`src/rtl/pico_ram_ctrl.sv`:
```
// Bridges the picorv32 native memory bus onto one single-port RAM port inside a fixed address window.
// The RAM has no byte enables, so partial stores read the word, merge the strobed bytes and write it back.
//
// state        | meaning
// -------------+-----------------------------------------------------------
// S_IDLE       | waiting for a selected request; latches address/data/strobes
// S_RD_ISSUE   | RAM samples ram_addr
// S_RD_CAPTURE | ram_rdata valid; return it (read) or merge it (partial write)
// S_WR_ISSUE   | ram_wr high for this single cycle
// S_ACK        | mem_ready high for this single cycle; new requests not accepted
module pico_ram_ctrl #(
    parameter int          AW        = 12,
    parameter logic [31:0] BASE_ADDR = 32'h0001_0000
) (
    input  logic          clk,
    input  logic          resetn,
    input  logic          mem_valid,
    output logic          mem_ready,
    input  logic [31:0]   mem_addr,
    input  logic [31:0]   mem_wdata,
    input  logic [3:0]    mem_wstrb,
    output logic [31:0]   mem_rdata,
    output logic          ram_wr,
    output logic [AW-1:0] ram_addr,
    output logic [31:0]   ram_wdata,
    input  logic [31:0]   ram_rdata
);

    typedef enum logic [2:0] {
        S_IDLE,
        S_RD_ISSUE,
        S_RD_CAPTURE,
        S_WR_ISSUE,
        S_ACK
    } state_t;

    localparam logic [31-AW-2:0] W_TAG = BASE_ADDR[31:AW+2];

    state_t        r_state;
    logic          r_mem_ready;
    logic          r_ram_wr;
    logic [31:0]   r_mem_rdata;
    logic [AW-1:0] r_ram_addr;
    logic [31:0]   r_ram_wdata;
    logic [3:0]    r_wstrb_q;
    logic [31:0]   r_wdata_q;

    state_t        w_state;
    logic          w_mem_ready;
    logic          w_ram_wr;
    logic [31:0]   w_mem_rdata;
    logic [AW-1:0] w_ram_addr;
    logic [31:0]   w_ram_wdata;
    logic [3:0]    w_wstrb_q;
    logic [31:0]   w_wdata_q;
    logic [31:0]   w_merge;
    logic          w_sel;
    logic          w_unused;

    // Byte-offset bits never reach the RAM; only whole words are addressed.
    assign w_unused = ^mem_addr[1:0];
    assign w_sel    = mem_valid && (mem_addr[31:AW+2] == W_TAG);

    always_comb begin
        w_merge = ram_rdata;
        for (int i = 0; i < 4; i++) begin
            if (r_wstrb_q[i]) begin
                w_merge[8*i +: 8] = r_wdata_q[8*i +: 8];
            end
        end
    end

    always_comb begin
        w_state     = r_state;
        w_mem_ready = 1'b0;
        w_ram_wr    = 1'b0;
        w_mem_rdata = r_mem_rdata;
        w_ram_addr  = r_ram_addr;
        w_ram_wdata = r_ram_wdata;
        w_wstrb_q   = r_wstrb_q;
        w_wdata_q   = r_wdata_q;
        case (r_state)
            S_IDLE: begin
                if (w_sel) begin
                    w_ram_addr = mem_addr[AW+1:2];
                    w_wstrb_q  = mem_wstrb;
                    w_wdata_q  = mem_wdata;
                    if (mem_wstrb == 4'hF) begin
                        w_ram_wdata = mem_wdata;
                        w_ram_wr    = 1'b1;
                        w_state     = S_WR_ISSUE;
                    end else begin
                        w_state = S_RD_ISSUE;
                    end
                end
            end
            S_RD_ISSUE: begin
                w_state = S_RD_CAPTURE;
            end
            S_RD_CAPTURE: begin
                if (r_wstrb_q == 4'h0) begin
                    w_mem_rdata = ram_rdata;
                    w_mem_ready = 1'b1;
                    w_state     = S_ACK;
                end else begin
                    w_ram_wdata = w_merge;
                    w_ram_wr    = 1'b1;
                    w_state     = S_WR_ISSUE;
                end
            end
            S_WR_ISSUE: begin
                w_mem_ready = 1'b1;
                w_state     = S_ACK;
            end
            S_ACK: begin
                w_state = S_IDLE;
            end
            default: begin
                w_state = S_IDLE;
            end
        endcase
    end

    always_ff @(posedge clk) begin
        if (!resetn) begin
            r_state     <= S_IDLE;
            r_mem_ready <= 1'b0;
            r_ram_wr    <= 1'b0;
            r_mem_rdata <= '0;
            r_ram_addr  <= '0;
            r_ram_wdata <= '0;
            r_wstrb_q   <= '0;
            r_wdata_q   <= '0;
        end else begin
            r_state     <= w_state;
            r_mem_ready <= w_mem_ready;
            r_ram_wr    <= w_ram_wr;
            r_mem_rdata <= w_mem_rdata;
            r_ram_addr  <= w_ram_addr;
            r_ram_wdata <= w_ram_wdata;
            r_wstrb_q   <= w_wstrb_q;
            r_wdata_q   <= w_wdata_q;
        end
    end

    assign mem_ready = r_mem_ready;
    assign ram_wr    = r_ram_wr;
    assign mem_rdata = r_mem_rdata;
    assign ram_addr  = r_ram_addr;
    assign ram_wdata = r_ram_wdata;

endmodule

```
`config.mk`:
```
export PLATFORM = sky130hd
export DESIGN_NAME = pico_ram_ctrl
export DESIGN_NICKNAME = d
export VERILOG_FILES = /design/src/rtl/pico_ram_ctrl.sv
export SDC_FILE = /design/constraint.sdc
export NUM_CORES = 1
export LEC_CHECK = 0
export ABC_AREA = 1
export ABC_CLOCK_PERIOD_IN_PS = 2470
export BUFFER_PORTS_ARGS = -buffer_cell sky130_fd_sc_hd__buf_4
export CAP_MARGIN = 20
export CORE_UTILIZATION = 57
export CTS_BUF_LIST = sky130_fd_sc_hd__clkbuf_2
export CTS_CLUSTER_DIAMETER = 60
export DETAILED_ROUTE_END_ITERATION = 7
export PLACE_DENSITY = 0.88
export SYNTH_ARGS = -nofsm -noshare
export SYNTH_HDL_FRONTEND = slang
export SYNTH_SLANG_ARGS = --single-unit
```
`constraint.sdc`:
```
create_clock -name clk -period 2.47 [get_ports clk]
set_clock_uncertainty 0.15 [all_clocks]
set_input_delay 0.741 -clock clk [delete_from_list [all_inputs] [get_ports clk]]
set_output_delay 0.741 -clock clk [all_outputs]
set_load 0.01 [all_outputs]
```
Word level (Yosys, flattened, before mapping):

Index checks and enable logic that the tools add are counted.

* bits in registers: 117
* logic and storage cells: 41
* bits of input ports: 103
* output and inout port bits: 78

* muxes and demuxes: 18
* equality and inequality tests: 8
* reductions and logical operators: 7

Operator list (number)
* $mux W32: 3
* $pmux W32 S2: 1
* $mux W8: 4
* $eq A18 B3 Y1 const B: 1
* $pmux W3 S4: 1
* $eq A3 B2 Y1 const B: 2
* $mux W3: 2
* $ne A2 B2 Y1 const B: 3
* $eq A4 B4 Y1 const B: 1
* $logic_not A4 Y1: 1
* $mux W1: 4
* $pmux W1 S2: 2
* $reduce_and A2 Y1: 2
* $reduce_and A4 Y1: 1
* $eq A3 B1 Y1 const B: 1
* $logic_not A3 Y1: 1
* $mux W2: 1
* $reduce_bool A2 Y1: 1
* $logic_and A1 B1 Y1: 1

Longest topological paths before layout:

* depth in word-level cells: 4
* gate-level depth with buffers: 11
* mapped depth without buffers: 10

Worst setup path after synthesis:

Ideal clock, no wire load.

* path kind: in2reg
* start point: input port mem_addr[31]
* end point: register r_ram_addr[10] (netlist: ram_addr[10])
* required time: 2202 ps
* setup time: 118 ps
* data arrival time: 1640 ps
* buffers on the path: 2
* setup slack: 562 ps
* cell stages on the path: 8
* cells stage by stage: nor2_1 -> nand2_1 -> nor3_1 -> nand2_1 -> buf_2 -> buf_2 -> nor3_1 -> nor2_1

* cells in the longest elaborated chain, start to end: 3

Ends and longest elaborated chain
* start: declaration: line 19 `input logic [31:0] mem_addr,`
* $eq A18 B3 Y1: line 62 `assign w_sel = mem_valid && (mem_addr[31:AW+2] == W_TAG);`
* $logic_and A1 B1 Y1: line 62
* $reduce_and A2 Y1 (no line)
* end signal: assignment: line 139 `r_ram_addr <= w_ram_addr;`
* end: declaration: line 43 `logic [AW-1:0] r_ram_addr;`

Every way passes these cells.
A chain may end at the register's enable or synchronous reset.

Worst setup path in the final report:

* start point: register r_ram_addr[1] (netlist: ram_addr[1])
* end point: output port ram_addr[1]

RTL lines
* end: declaration: line 24 `output logic [AW-1:0] ram_addr,`

No word-level cell between the ends.

==> results.sh <==
export IMPL_outcome="finished clean"
export IMPL_nets=1083
export IMPL_numCtsBuffers=17
export IMPL_grt_first_pass_wirelength_um=24500
export IMPL_finalCriticalPeriod_ps=2040
export IMPL_grt_use_total_pct=30.5
export IMPL_synthArstFlopShare_pct=0
export IMPL_synth_xor_area_share_pct=0
export IMPL_place_congestion=0.887
export IMPL_num_rows=35
export IMPL_slew_limit_headroom_pct=57.6
export IMPL_synth_adder_area_share_pct=0
export IMPL_hold_class="input port to flip-flop"
export IMPL_cts_resized=0
export IMPL_cts_root_buf="clkbuf_2"
export IMPL_synthMuxAreaShare_pct=0
export IMPL_initial_core_util_pct=59.5
export IMPL_port_buffers=178
export IMPL_fillers=744
export IMPL_r2r_start="r_state[1]"
export IMPL_totalWireLength_um=15000
export IMPL_clk_pin_slew_ps=200
export IMPL_dieArea_um2=10100
export IMPL_r2r_end="ram_wdata[28]"
export IMPL_final_cell_area_um2=7210
export IMPL_path_max_fanout=2
export IMPL_syn_nets=926
export IMPL_synthSimpleGateAreaFrac_pct=30.3
export IMPL_io_pins=181
export IMPL_synth_seq_area_share_pct=42.2
export IMPL_rrSetupSlack_ps=560
export IMPL_cp_top_family="flip-flops"
export IMPL_antenna_found_initial=0
export IMPL_endpoint_kind="primary output"
export IMPL_die_h_um=101
export IMPL_required_ps=1580
export IMPL_first_global_vias=5475
export IMPL_drc=0
export IMPL_holdPathStages=3
export IMPL_final_hold_viol_count=0
export IMPL_postCtsHoldBufs=0
export IMPL_r2r_cells=8
export IMPL_critPathKind="flip-flop to primary output"
export IMPL_dieWidth_um=101
export IMPL_synth_cell_types=24
export IMPL_ys_top_cells_by_count="164 x nor2_1, 138 x nand2_1, 117 x dfxtp_1, 93 x o21ai_0, 83 x inv_1"
export IMPL_synth_top_family_by_area="simple AND/OR/NAND/NOR gates"
export IMPL_synth_seq_cells=117
export IMPL_cp_arrival_ps=1150
export IMPL_multi_input_area_um2=2520
export IMPL_rsz0062_at_grt="no"
export IMPL_synthMostInstantiatedCell="nor2_1"
export IMPL_drive_gt1_share_pct=26.2
export IMPL_vias=5793
export IMPL_htree_levels=4
export IMPL_insertion_delay_ps=630
export IMPL_crit_path_cell_trace="buf_4"
export IMPL_synth_top_area_share_pct=42.2
export IMPL_slowest_stage="dfxtp_1"
export IMPL_regArea_um2=2340
export IMPL_slew_violations=0
export IMPL_synth_compound_area_share_pct=14.9
export IMPL_cts_buffer_depth=2
export IMPL_synth_edff_count=0
export IMPL_drtIter0Drc=355
export IMPL_hpwl_um=9970
export IMPL_grt_overflow=0
export IMPL_holdPathEnd="mem_rdata[10]"
export IMPL_diodes=0
export IMPL_area_growth_pct=30.0
export IMPL_post_drt_wl_per_cell_um=13.3
export IMPL_ys_warn_count=0
export IMPL_yosys_most_used_dff="dfxtp_1"
export IMPL_worstSetupPathDepth=1
export IMPL_pwr_density_cell_nw_per_um2=472
export IMPL_grt_start_max_net_pins=65
export IMPL_worstHoldStart="ram_rdata[10]"
export IMPL_syn_mean_instance_area_um2=6.74
export IMPL_tightest_slew_ps=636
export IMPL_syn_area_um2=5550
export IMPL_tns_ps=0
export IMPL_yosys_top_cells_area="dfxtp_1 42%, nor2_1 11%, nand2_1 9.3%"
export IMPL_antenna_left=0
export IMPL_clock_fmax_ghz=0.490
export IMPL_cts_num_sinks=117
export IMPL_drv_cap=0
export IMPL_drt_vias_per_instance=5.16
export IMPL_firstDrtPassIters=4
export IMPL_core_area_um2=9330
export IMPL_syn_inst=823
export IMPL_crit_path_start_kind="flip-flop"
export IMPL_leakage_nw=3.45
export IMPL_setup_viol=0
export IMPL_critPathMaxStageDelay_ps=390
export IMPL_place_area_um2=6940
export IMPL_irDropWorstVdd_mv=0.314
export IMPL_cts_tree="built"
export IMPL_synth_area_leader_cell="dfxtp_1"
export IMPL_post_cts_setup_buffers=0
export IMPL_finalCritPeriodShare_pct=82.6
export IMPL_timing_critical_path_buf_inv=1
-- state kept, by name, summed over array words and instances, names as in the netlist --
name	count
mem_ready	1
ram_wdata	32
r_state	3
ram_wr	1
r_wdata_q	32
r_wstrb_q	4
ram_addr	12
mem_rdata	32
-- placed cells by master (no fill, tap or decap), types with 3 or more instances in the layout --
master      netlist  routed
buf_4             5     193
nor2_1          164     163
nand2_1         138     137
dfxtp_1         117     117
o21ai_0          93      93
inv_1            83      83
nor3_1           49      49
nand4_1          33      33
o21a_1           32      32
inv_2            20      20
o21ai_1          19      19
clkbuf_2          0      18
clkinvlp_4        0       5
nand2_2           3       4
buf_12            0       4
clkinv_4          0       3
inv_6             0       3
-- routing by layer --
metal  share of wire (%)  GRT usage, %
met5                   0             0
met4                 2.0          13.4
met3                 8.4          7.14
met2                  47          51.7
met1                  42          37.0
-- worst max-delay path by stage --
stage                       start       endpoint  slack (ps)
detailed placement   mem_addr[21]  ram_wdata[28]         140
floorplan            mem_addr[31]   ram_addr[10]         560
CTS                   ram_addr[1]    ram_addr[1]         380
finish                ram_addr[1]    ram_addr[1]         430
global route        mem_rdata[28]  mem_rdata[28]         300
global placement     mem_addr[19]  ram_wdata[29]         210
-- cell type report --
| class | count | area share (%) |
|---|---|---|
| clock buffer | 18 | 1.25 |
| clock inverter | 14 | 2.13 |
| multi-input combinational | 543 | 34.9 |
| tap | 129 | 2.24 |
| inverter | 103 | 5.36 |
| sequential | 117 | 32.5 |
| timing repair buffer | 198 | 21.6 |
-- cells by family after synthesis --
logic type | after synthesis
flops | 117
simple gates | 396
buf+inv | 163
compound gates | 147
-- per-stage QoR --
step,power (W),instances,setup slack (ps),utilization [%],hold WS [ps]
after global placement,0.00218,1089,211,74.4,315
after detailed placement,0.00218,1089,135,74.4,334
after global routing,0.00355,1122,301,77.3,94.9
final,0.00340,1122,429,77.3,180
after floorplan,0.00202,823,562,-,294
after CTS,0.00344,1121,375,77.0,126
-- power breakdown --
part	internal [W]	total, W	switching, W	leakage [nW]
combinational	0.000147	0.000258	0.000111	2.37
clock	0.000475	0.00126	0.000780	0.131
sequential	0.00189	0.00189	0.00000000195	0.942
No activity file was read; power rests on OpenSTA's default activity.
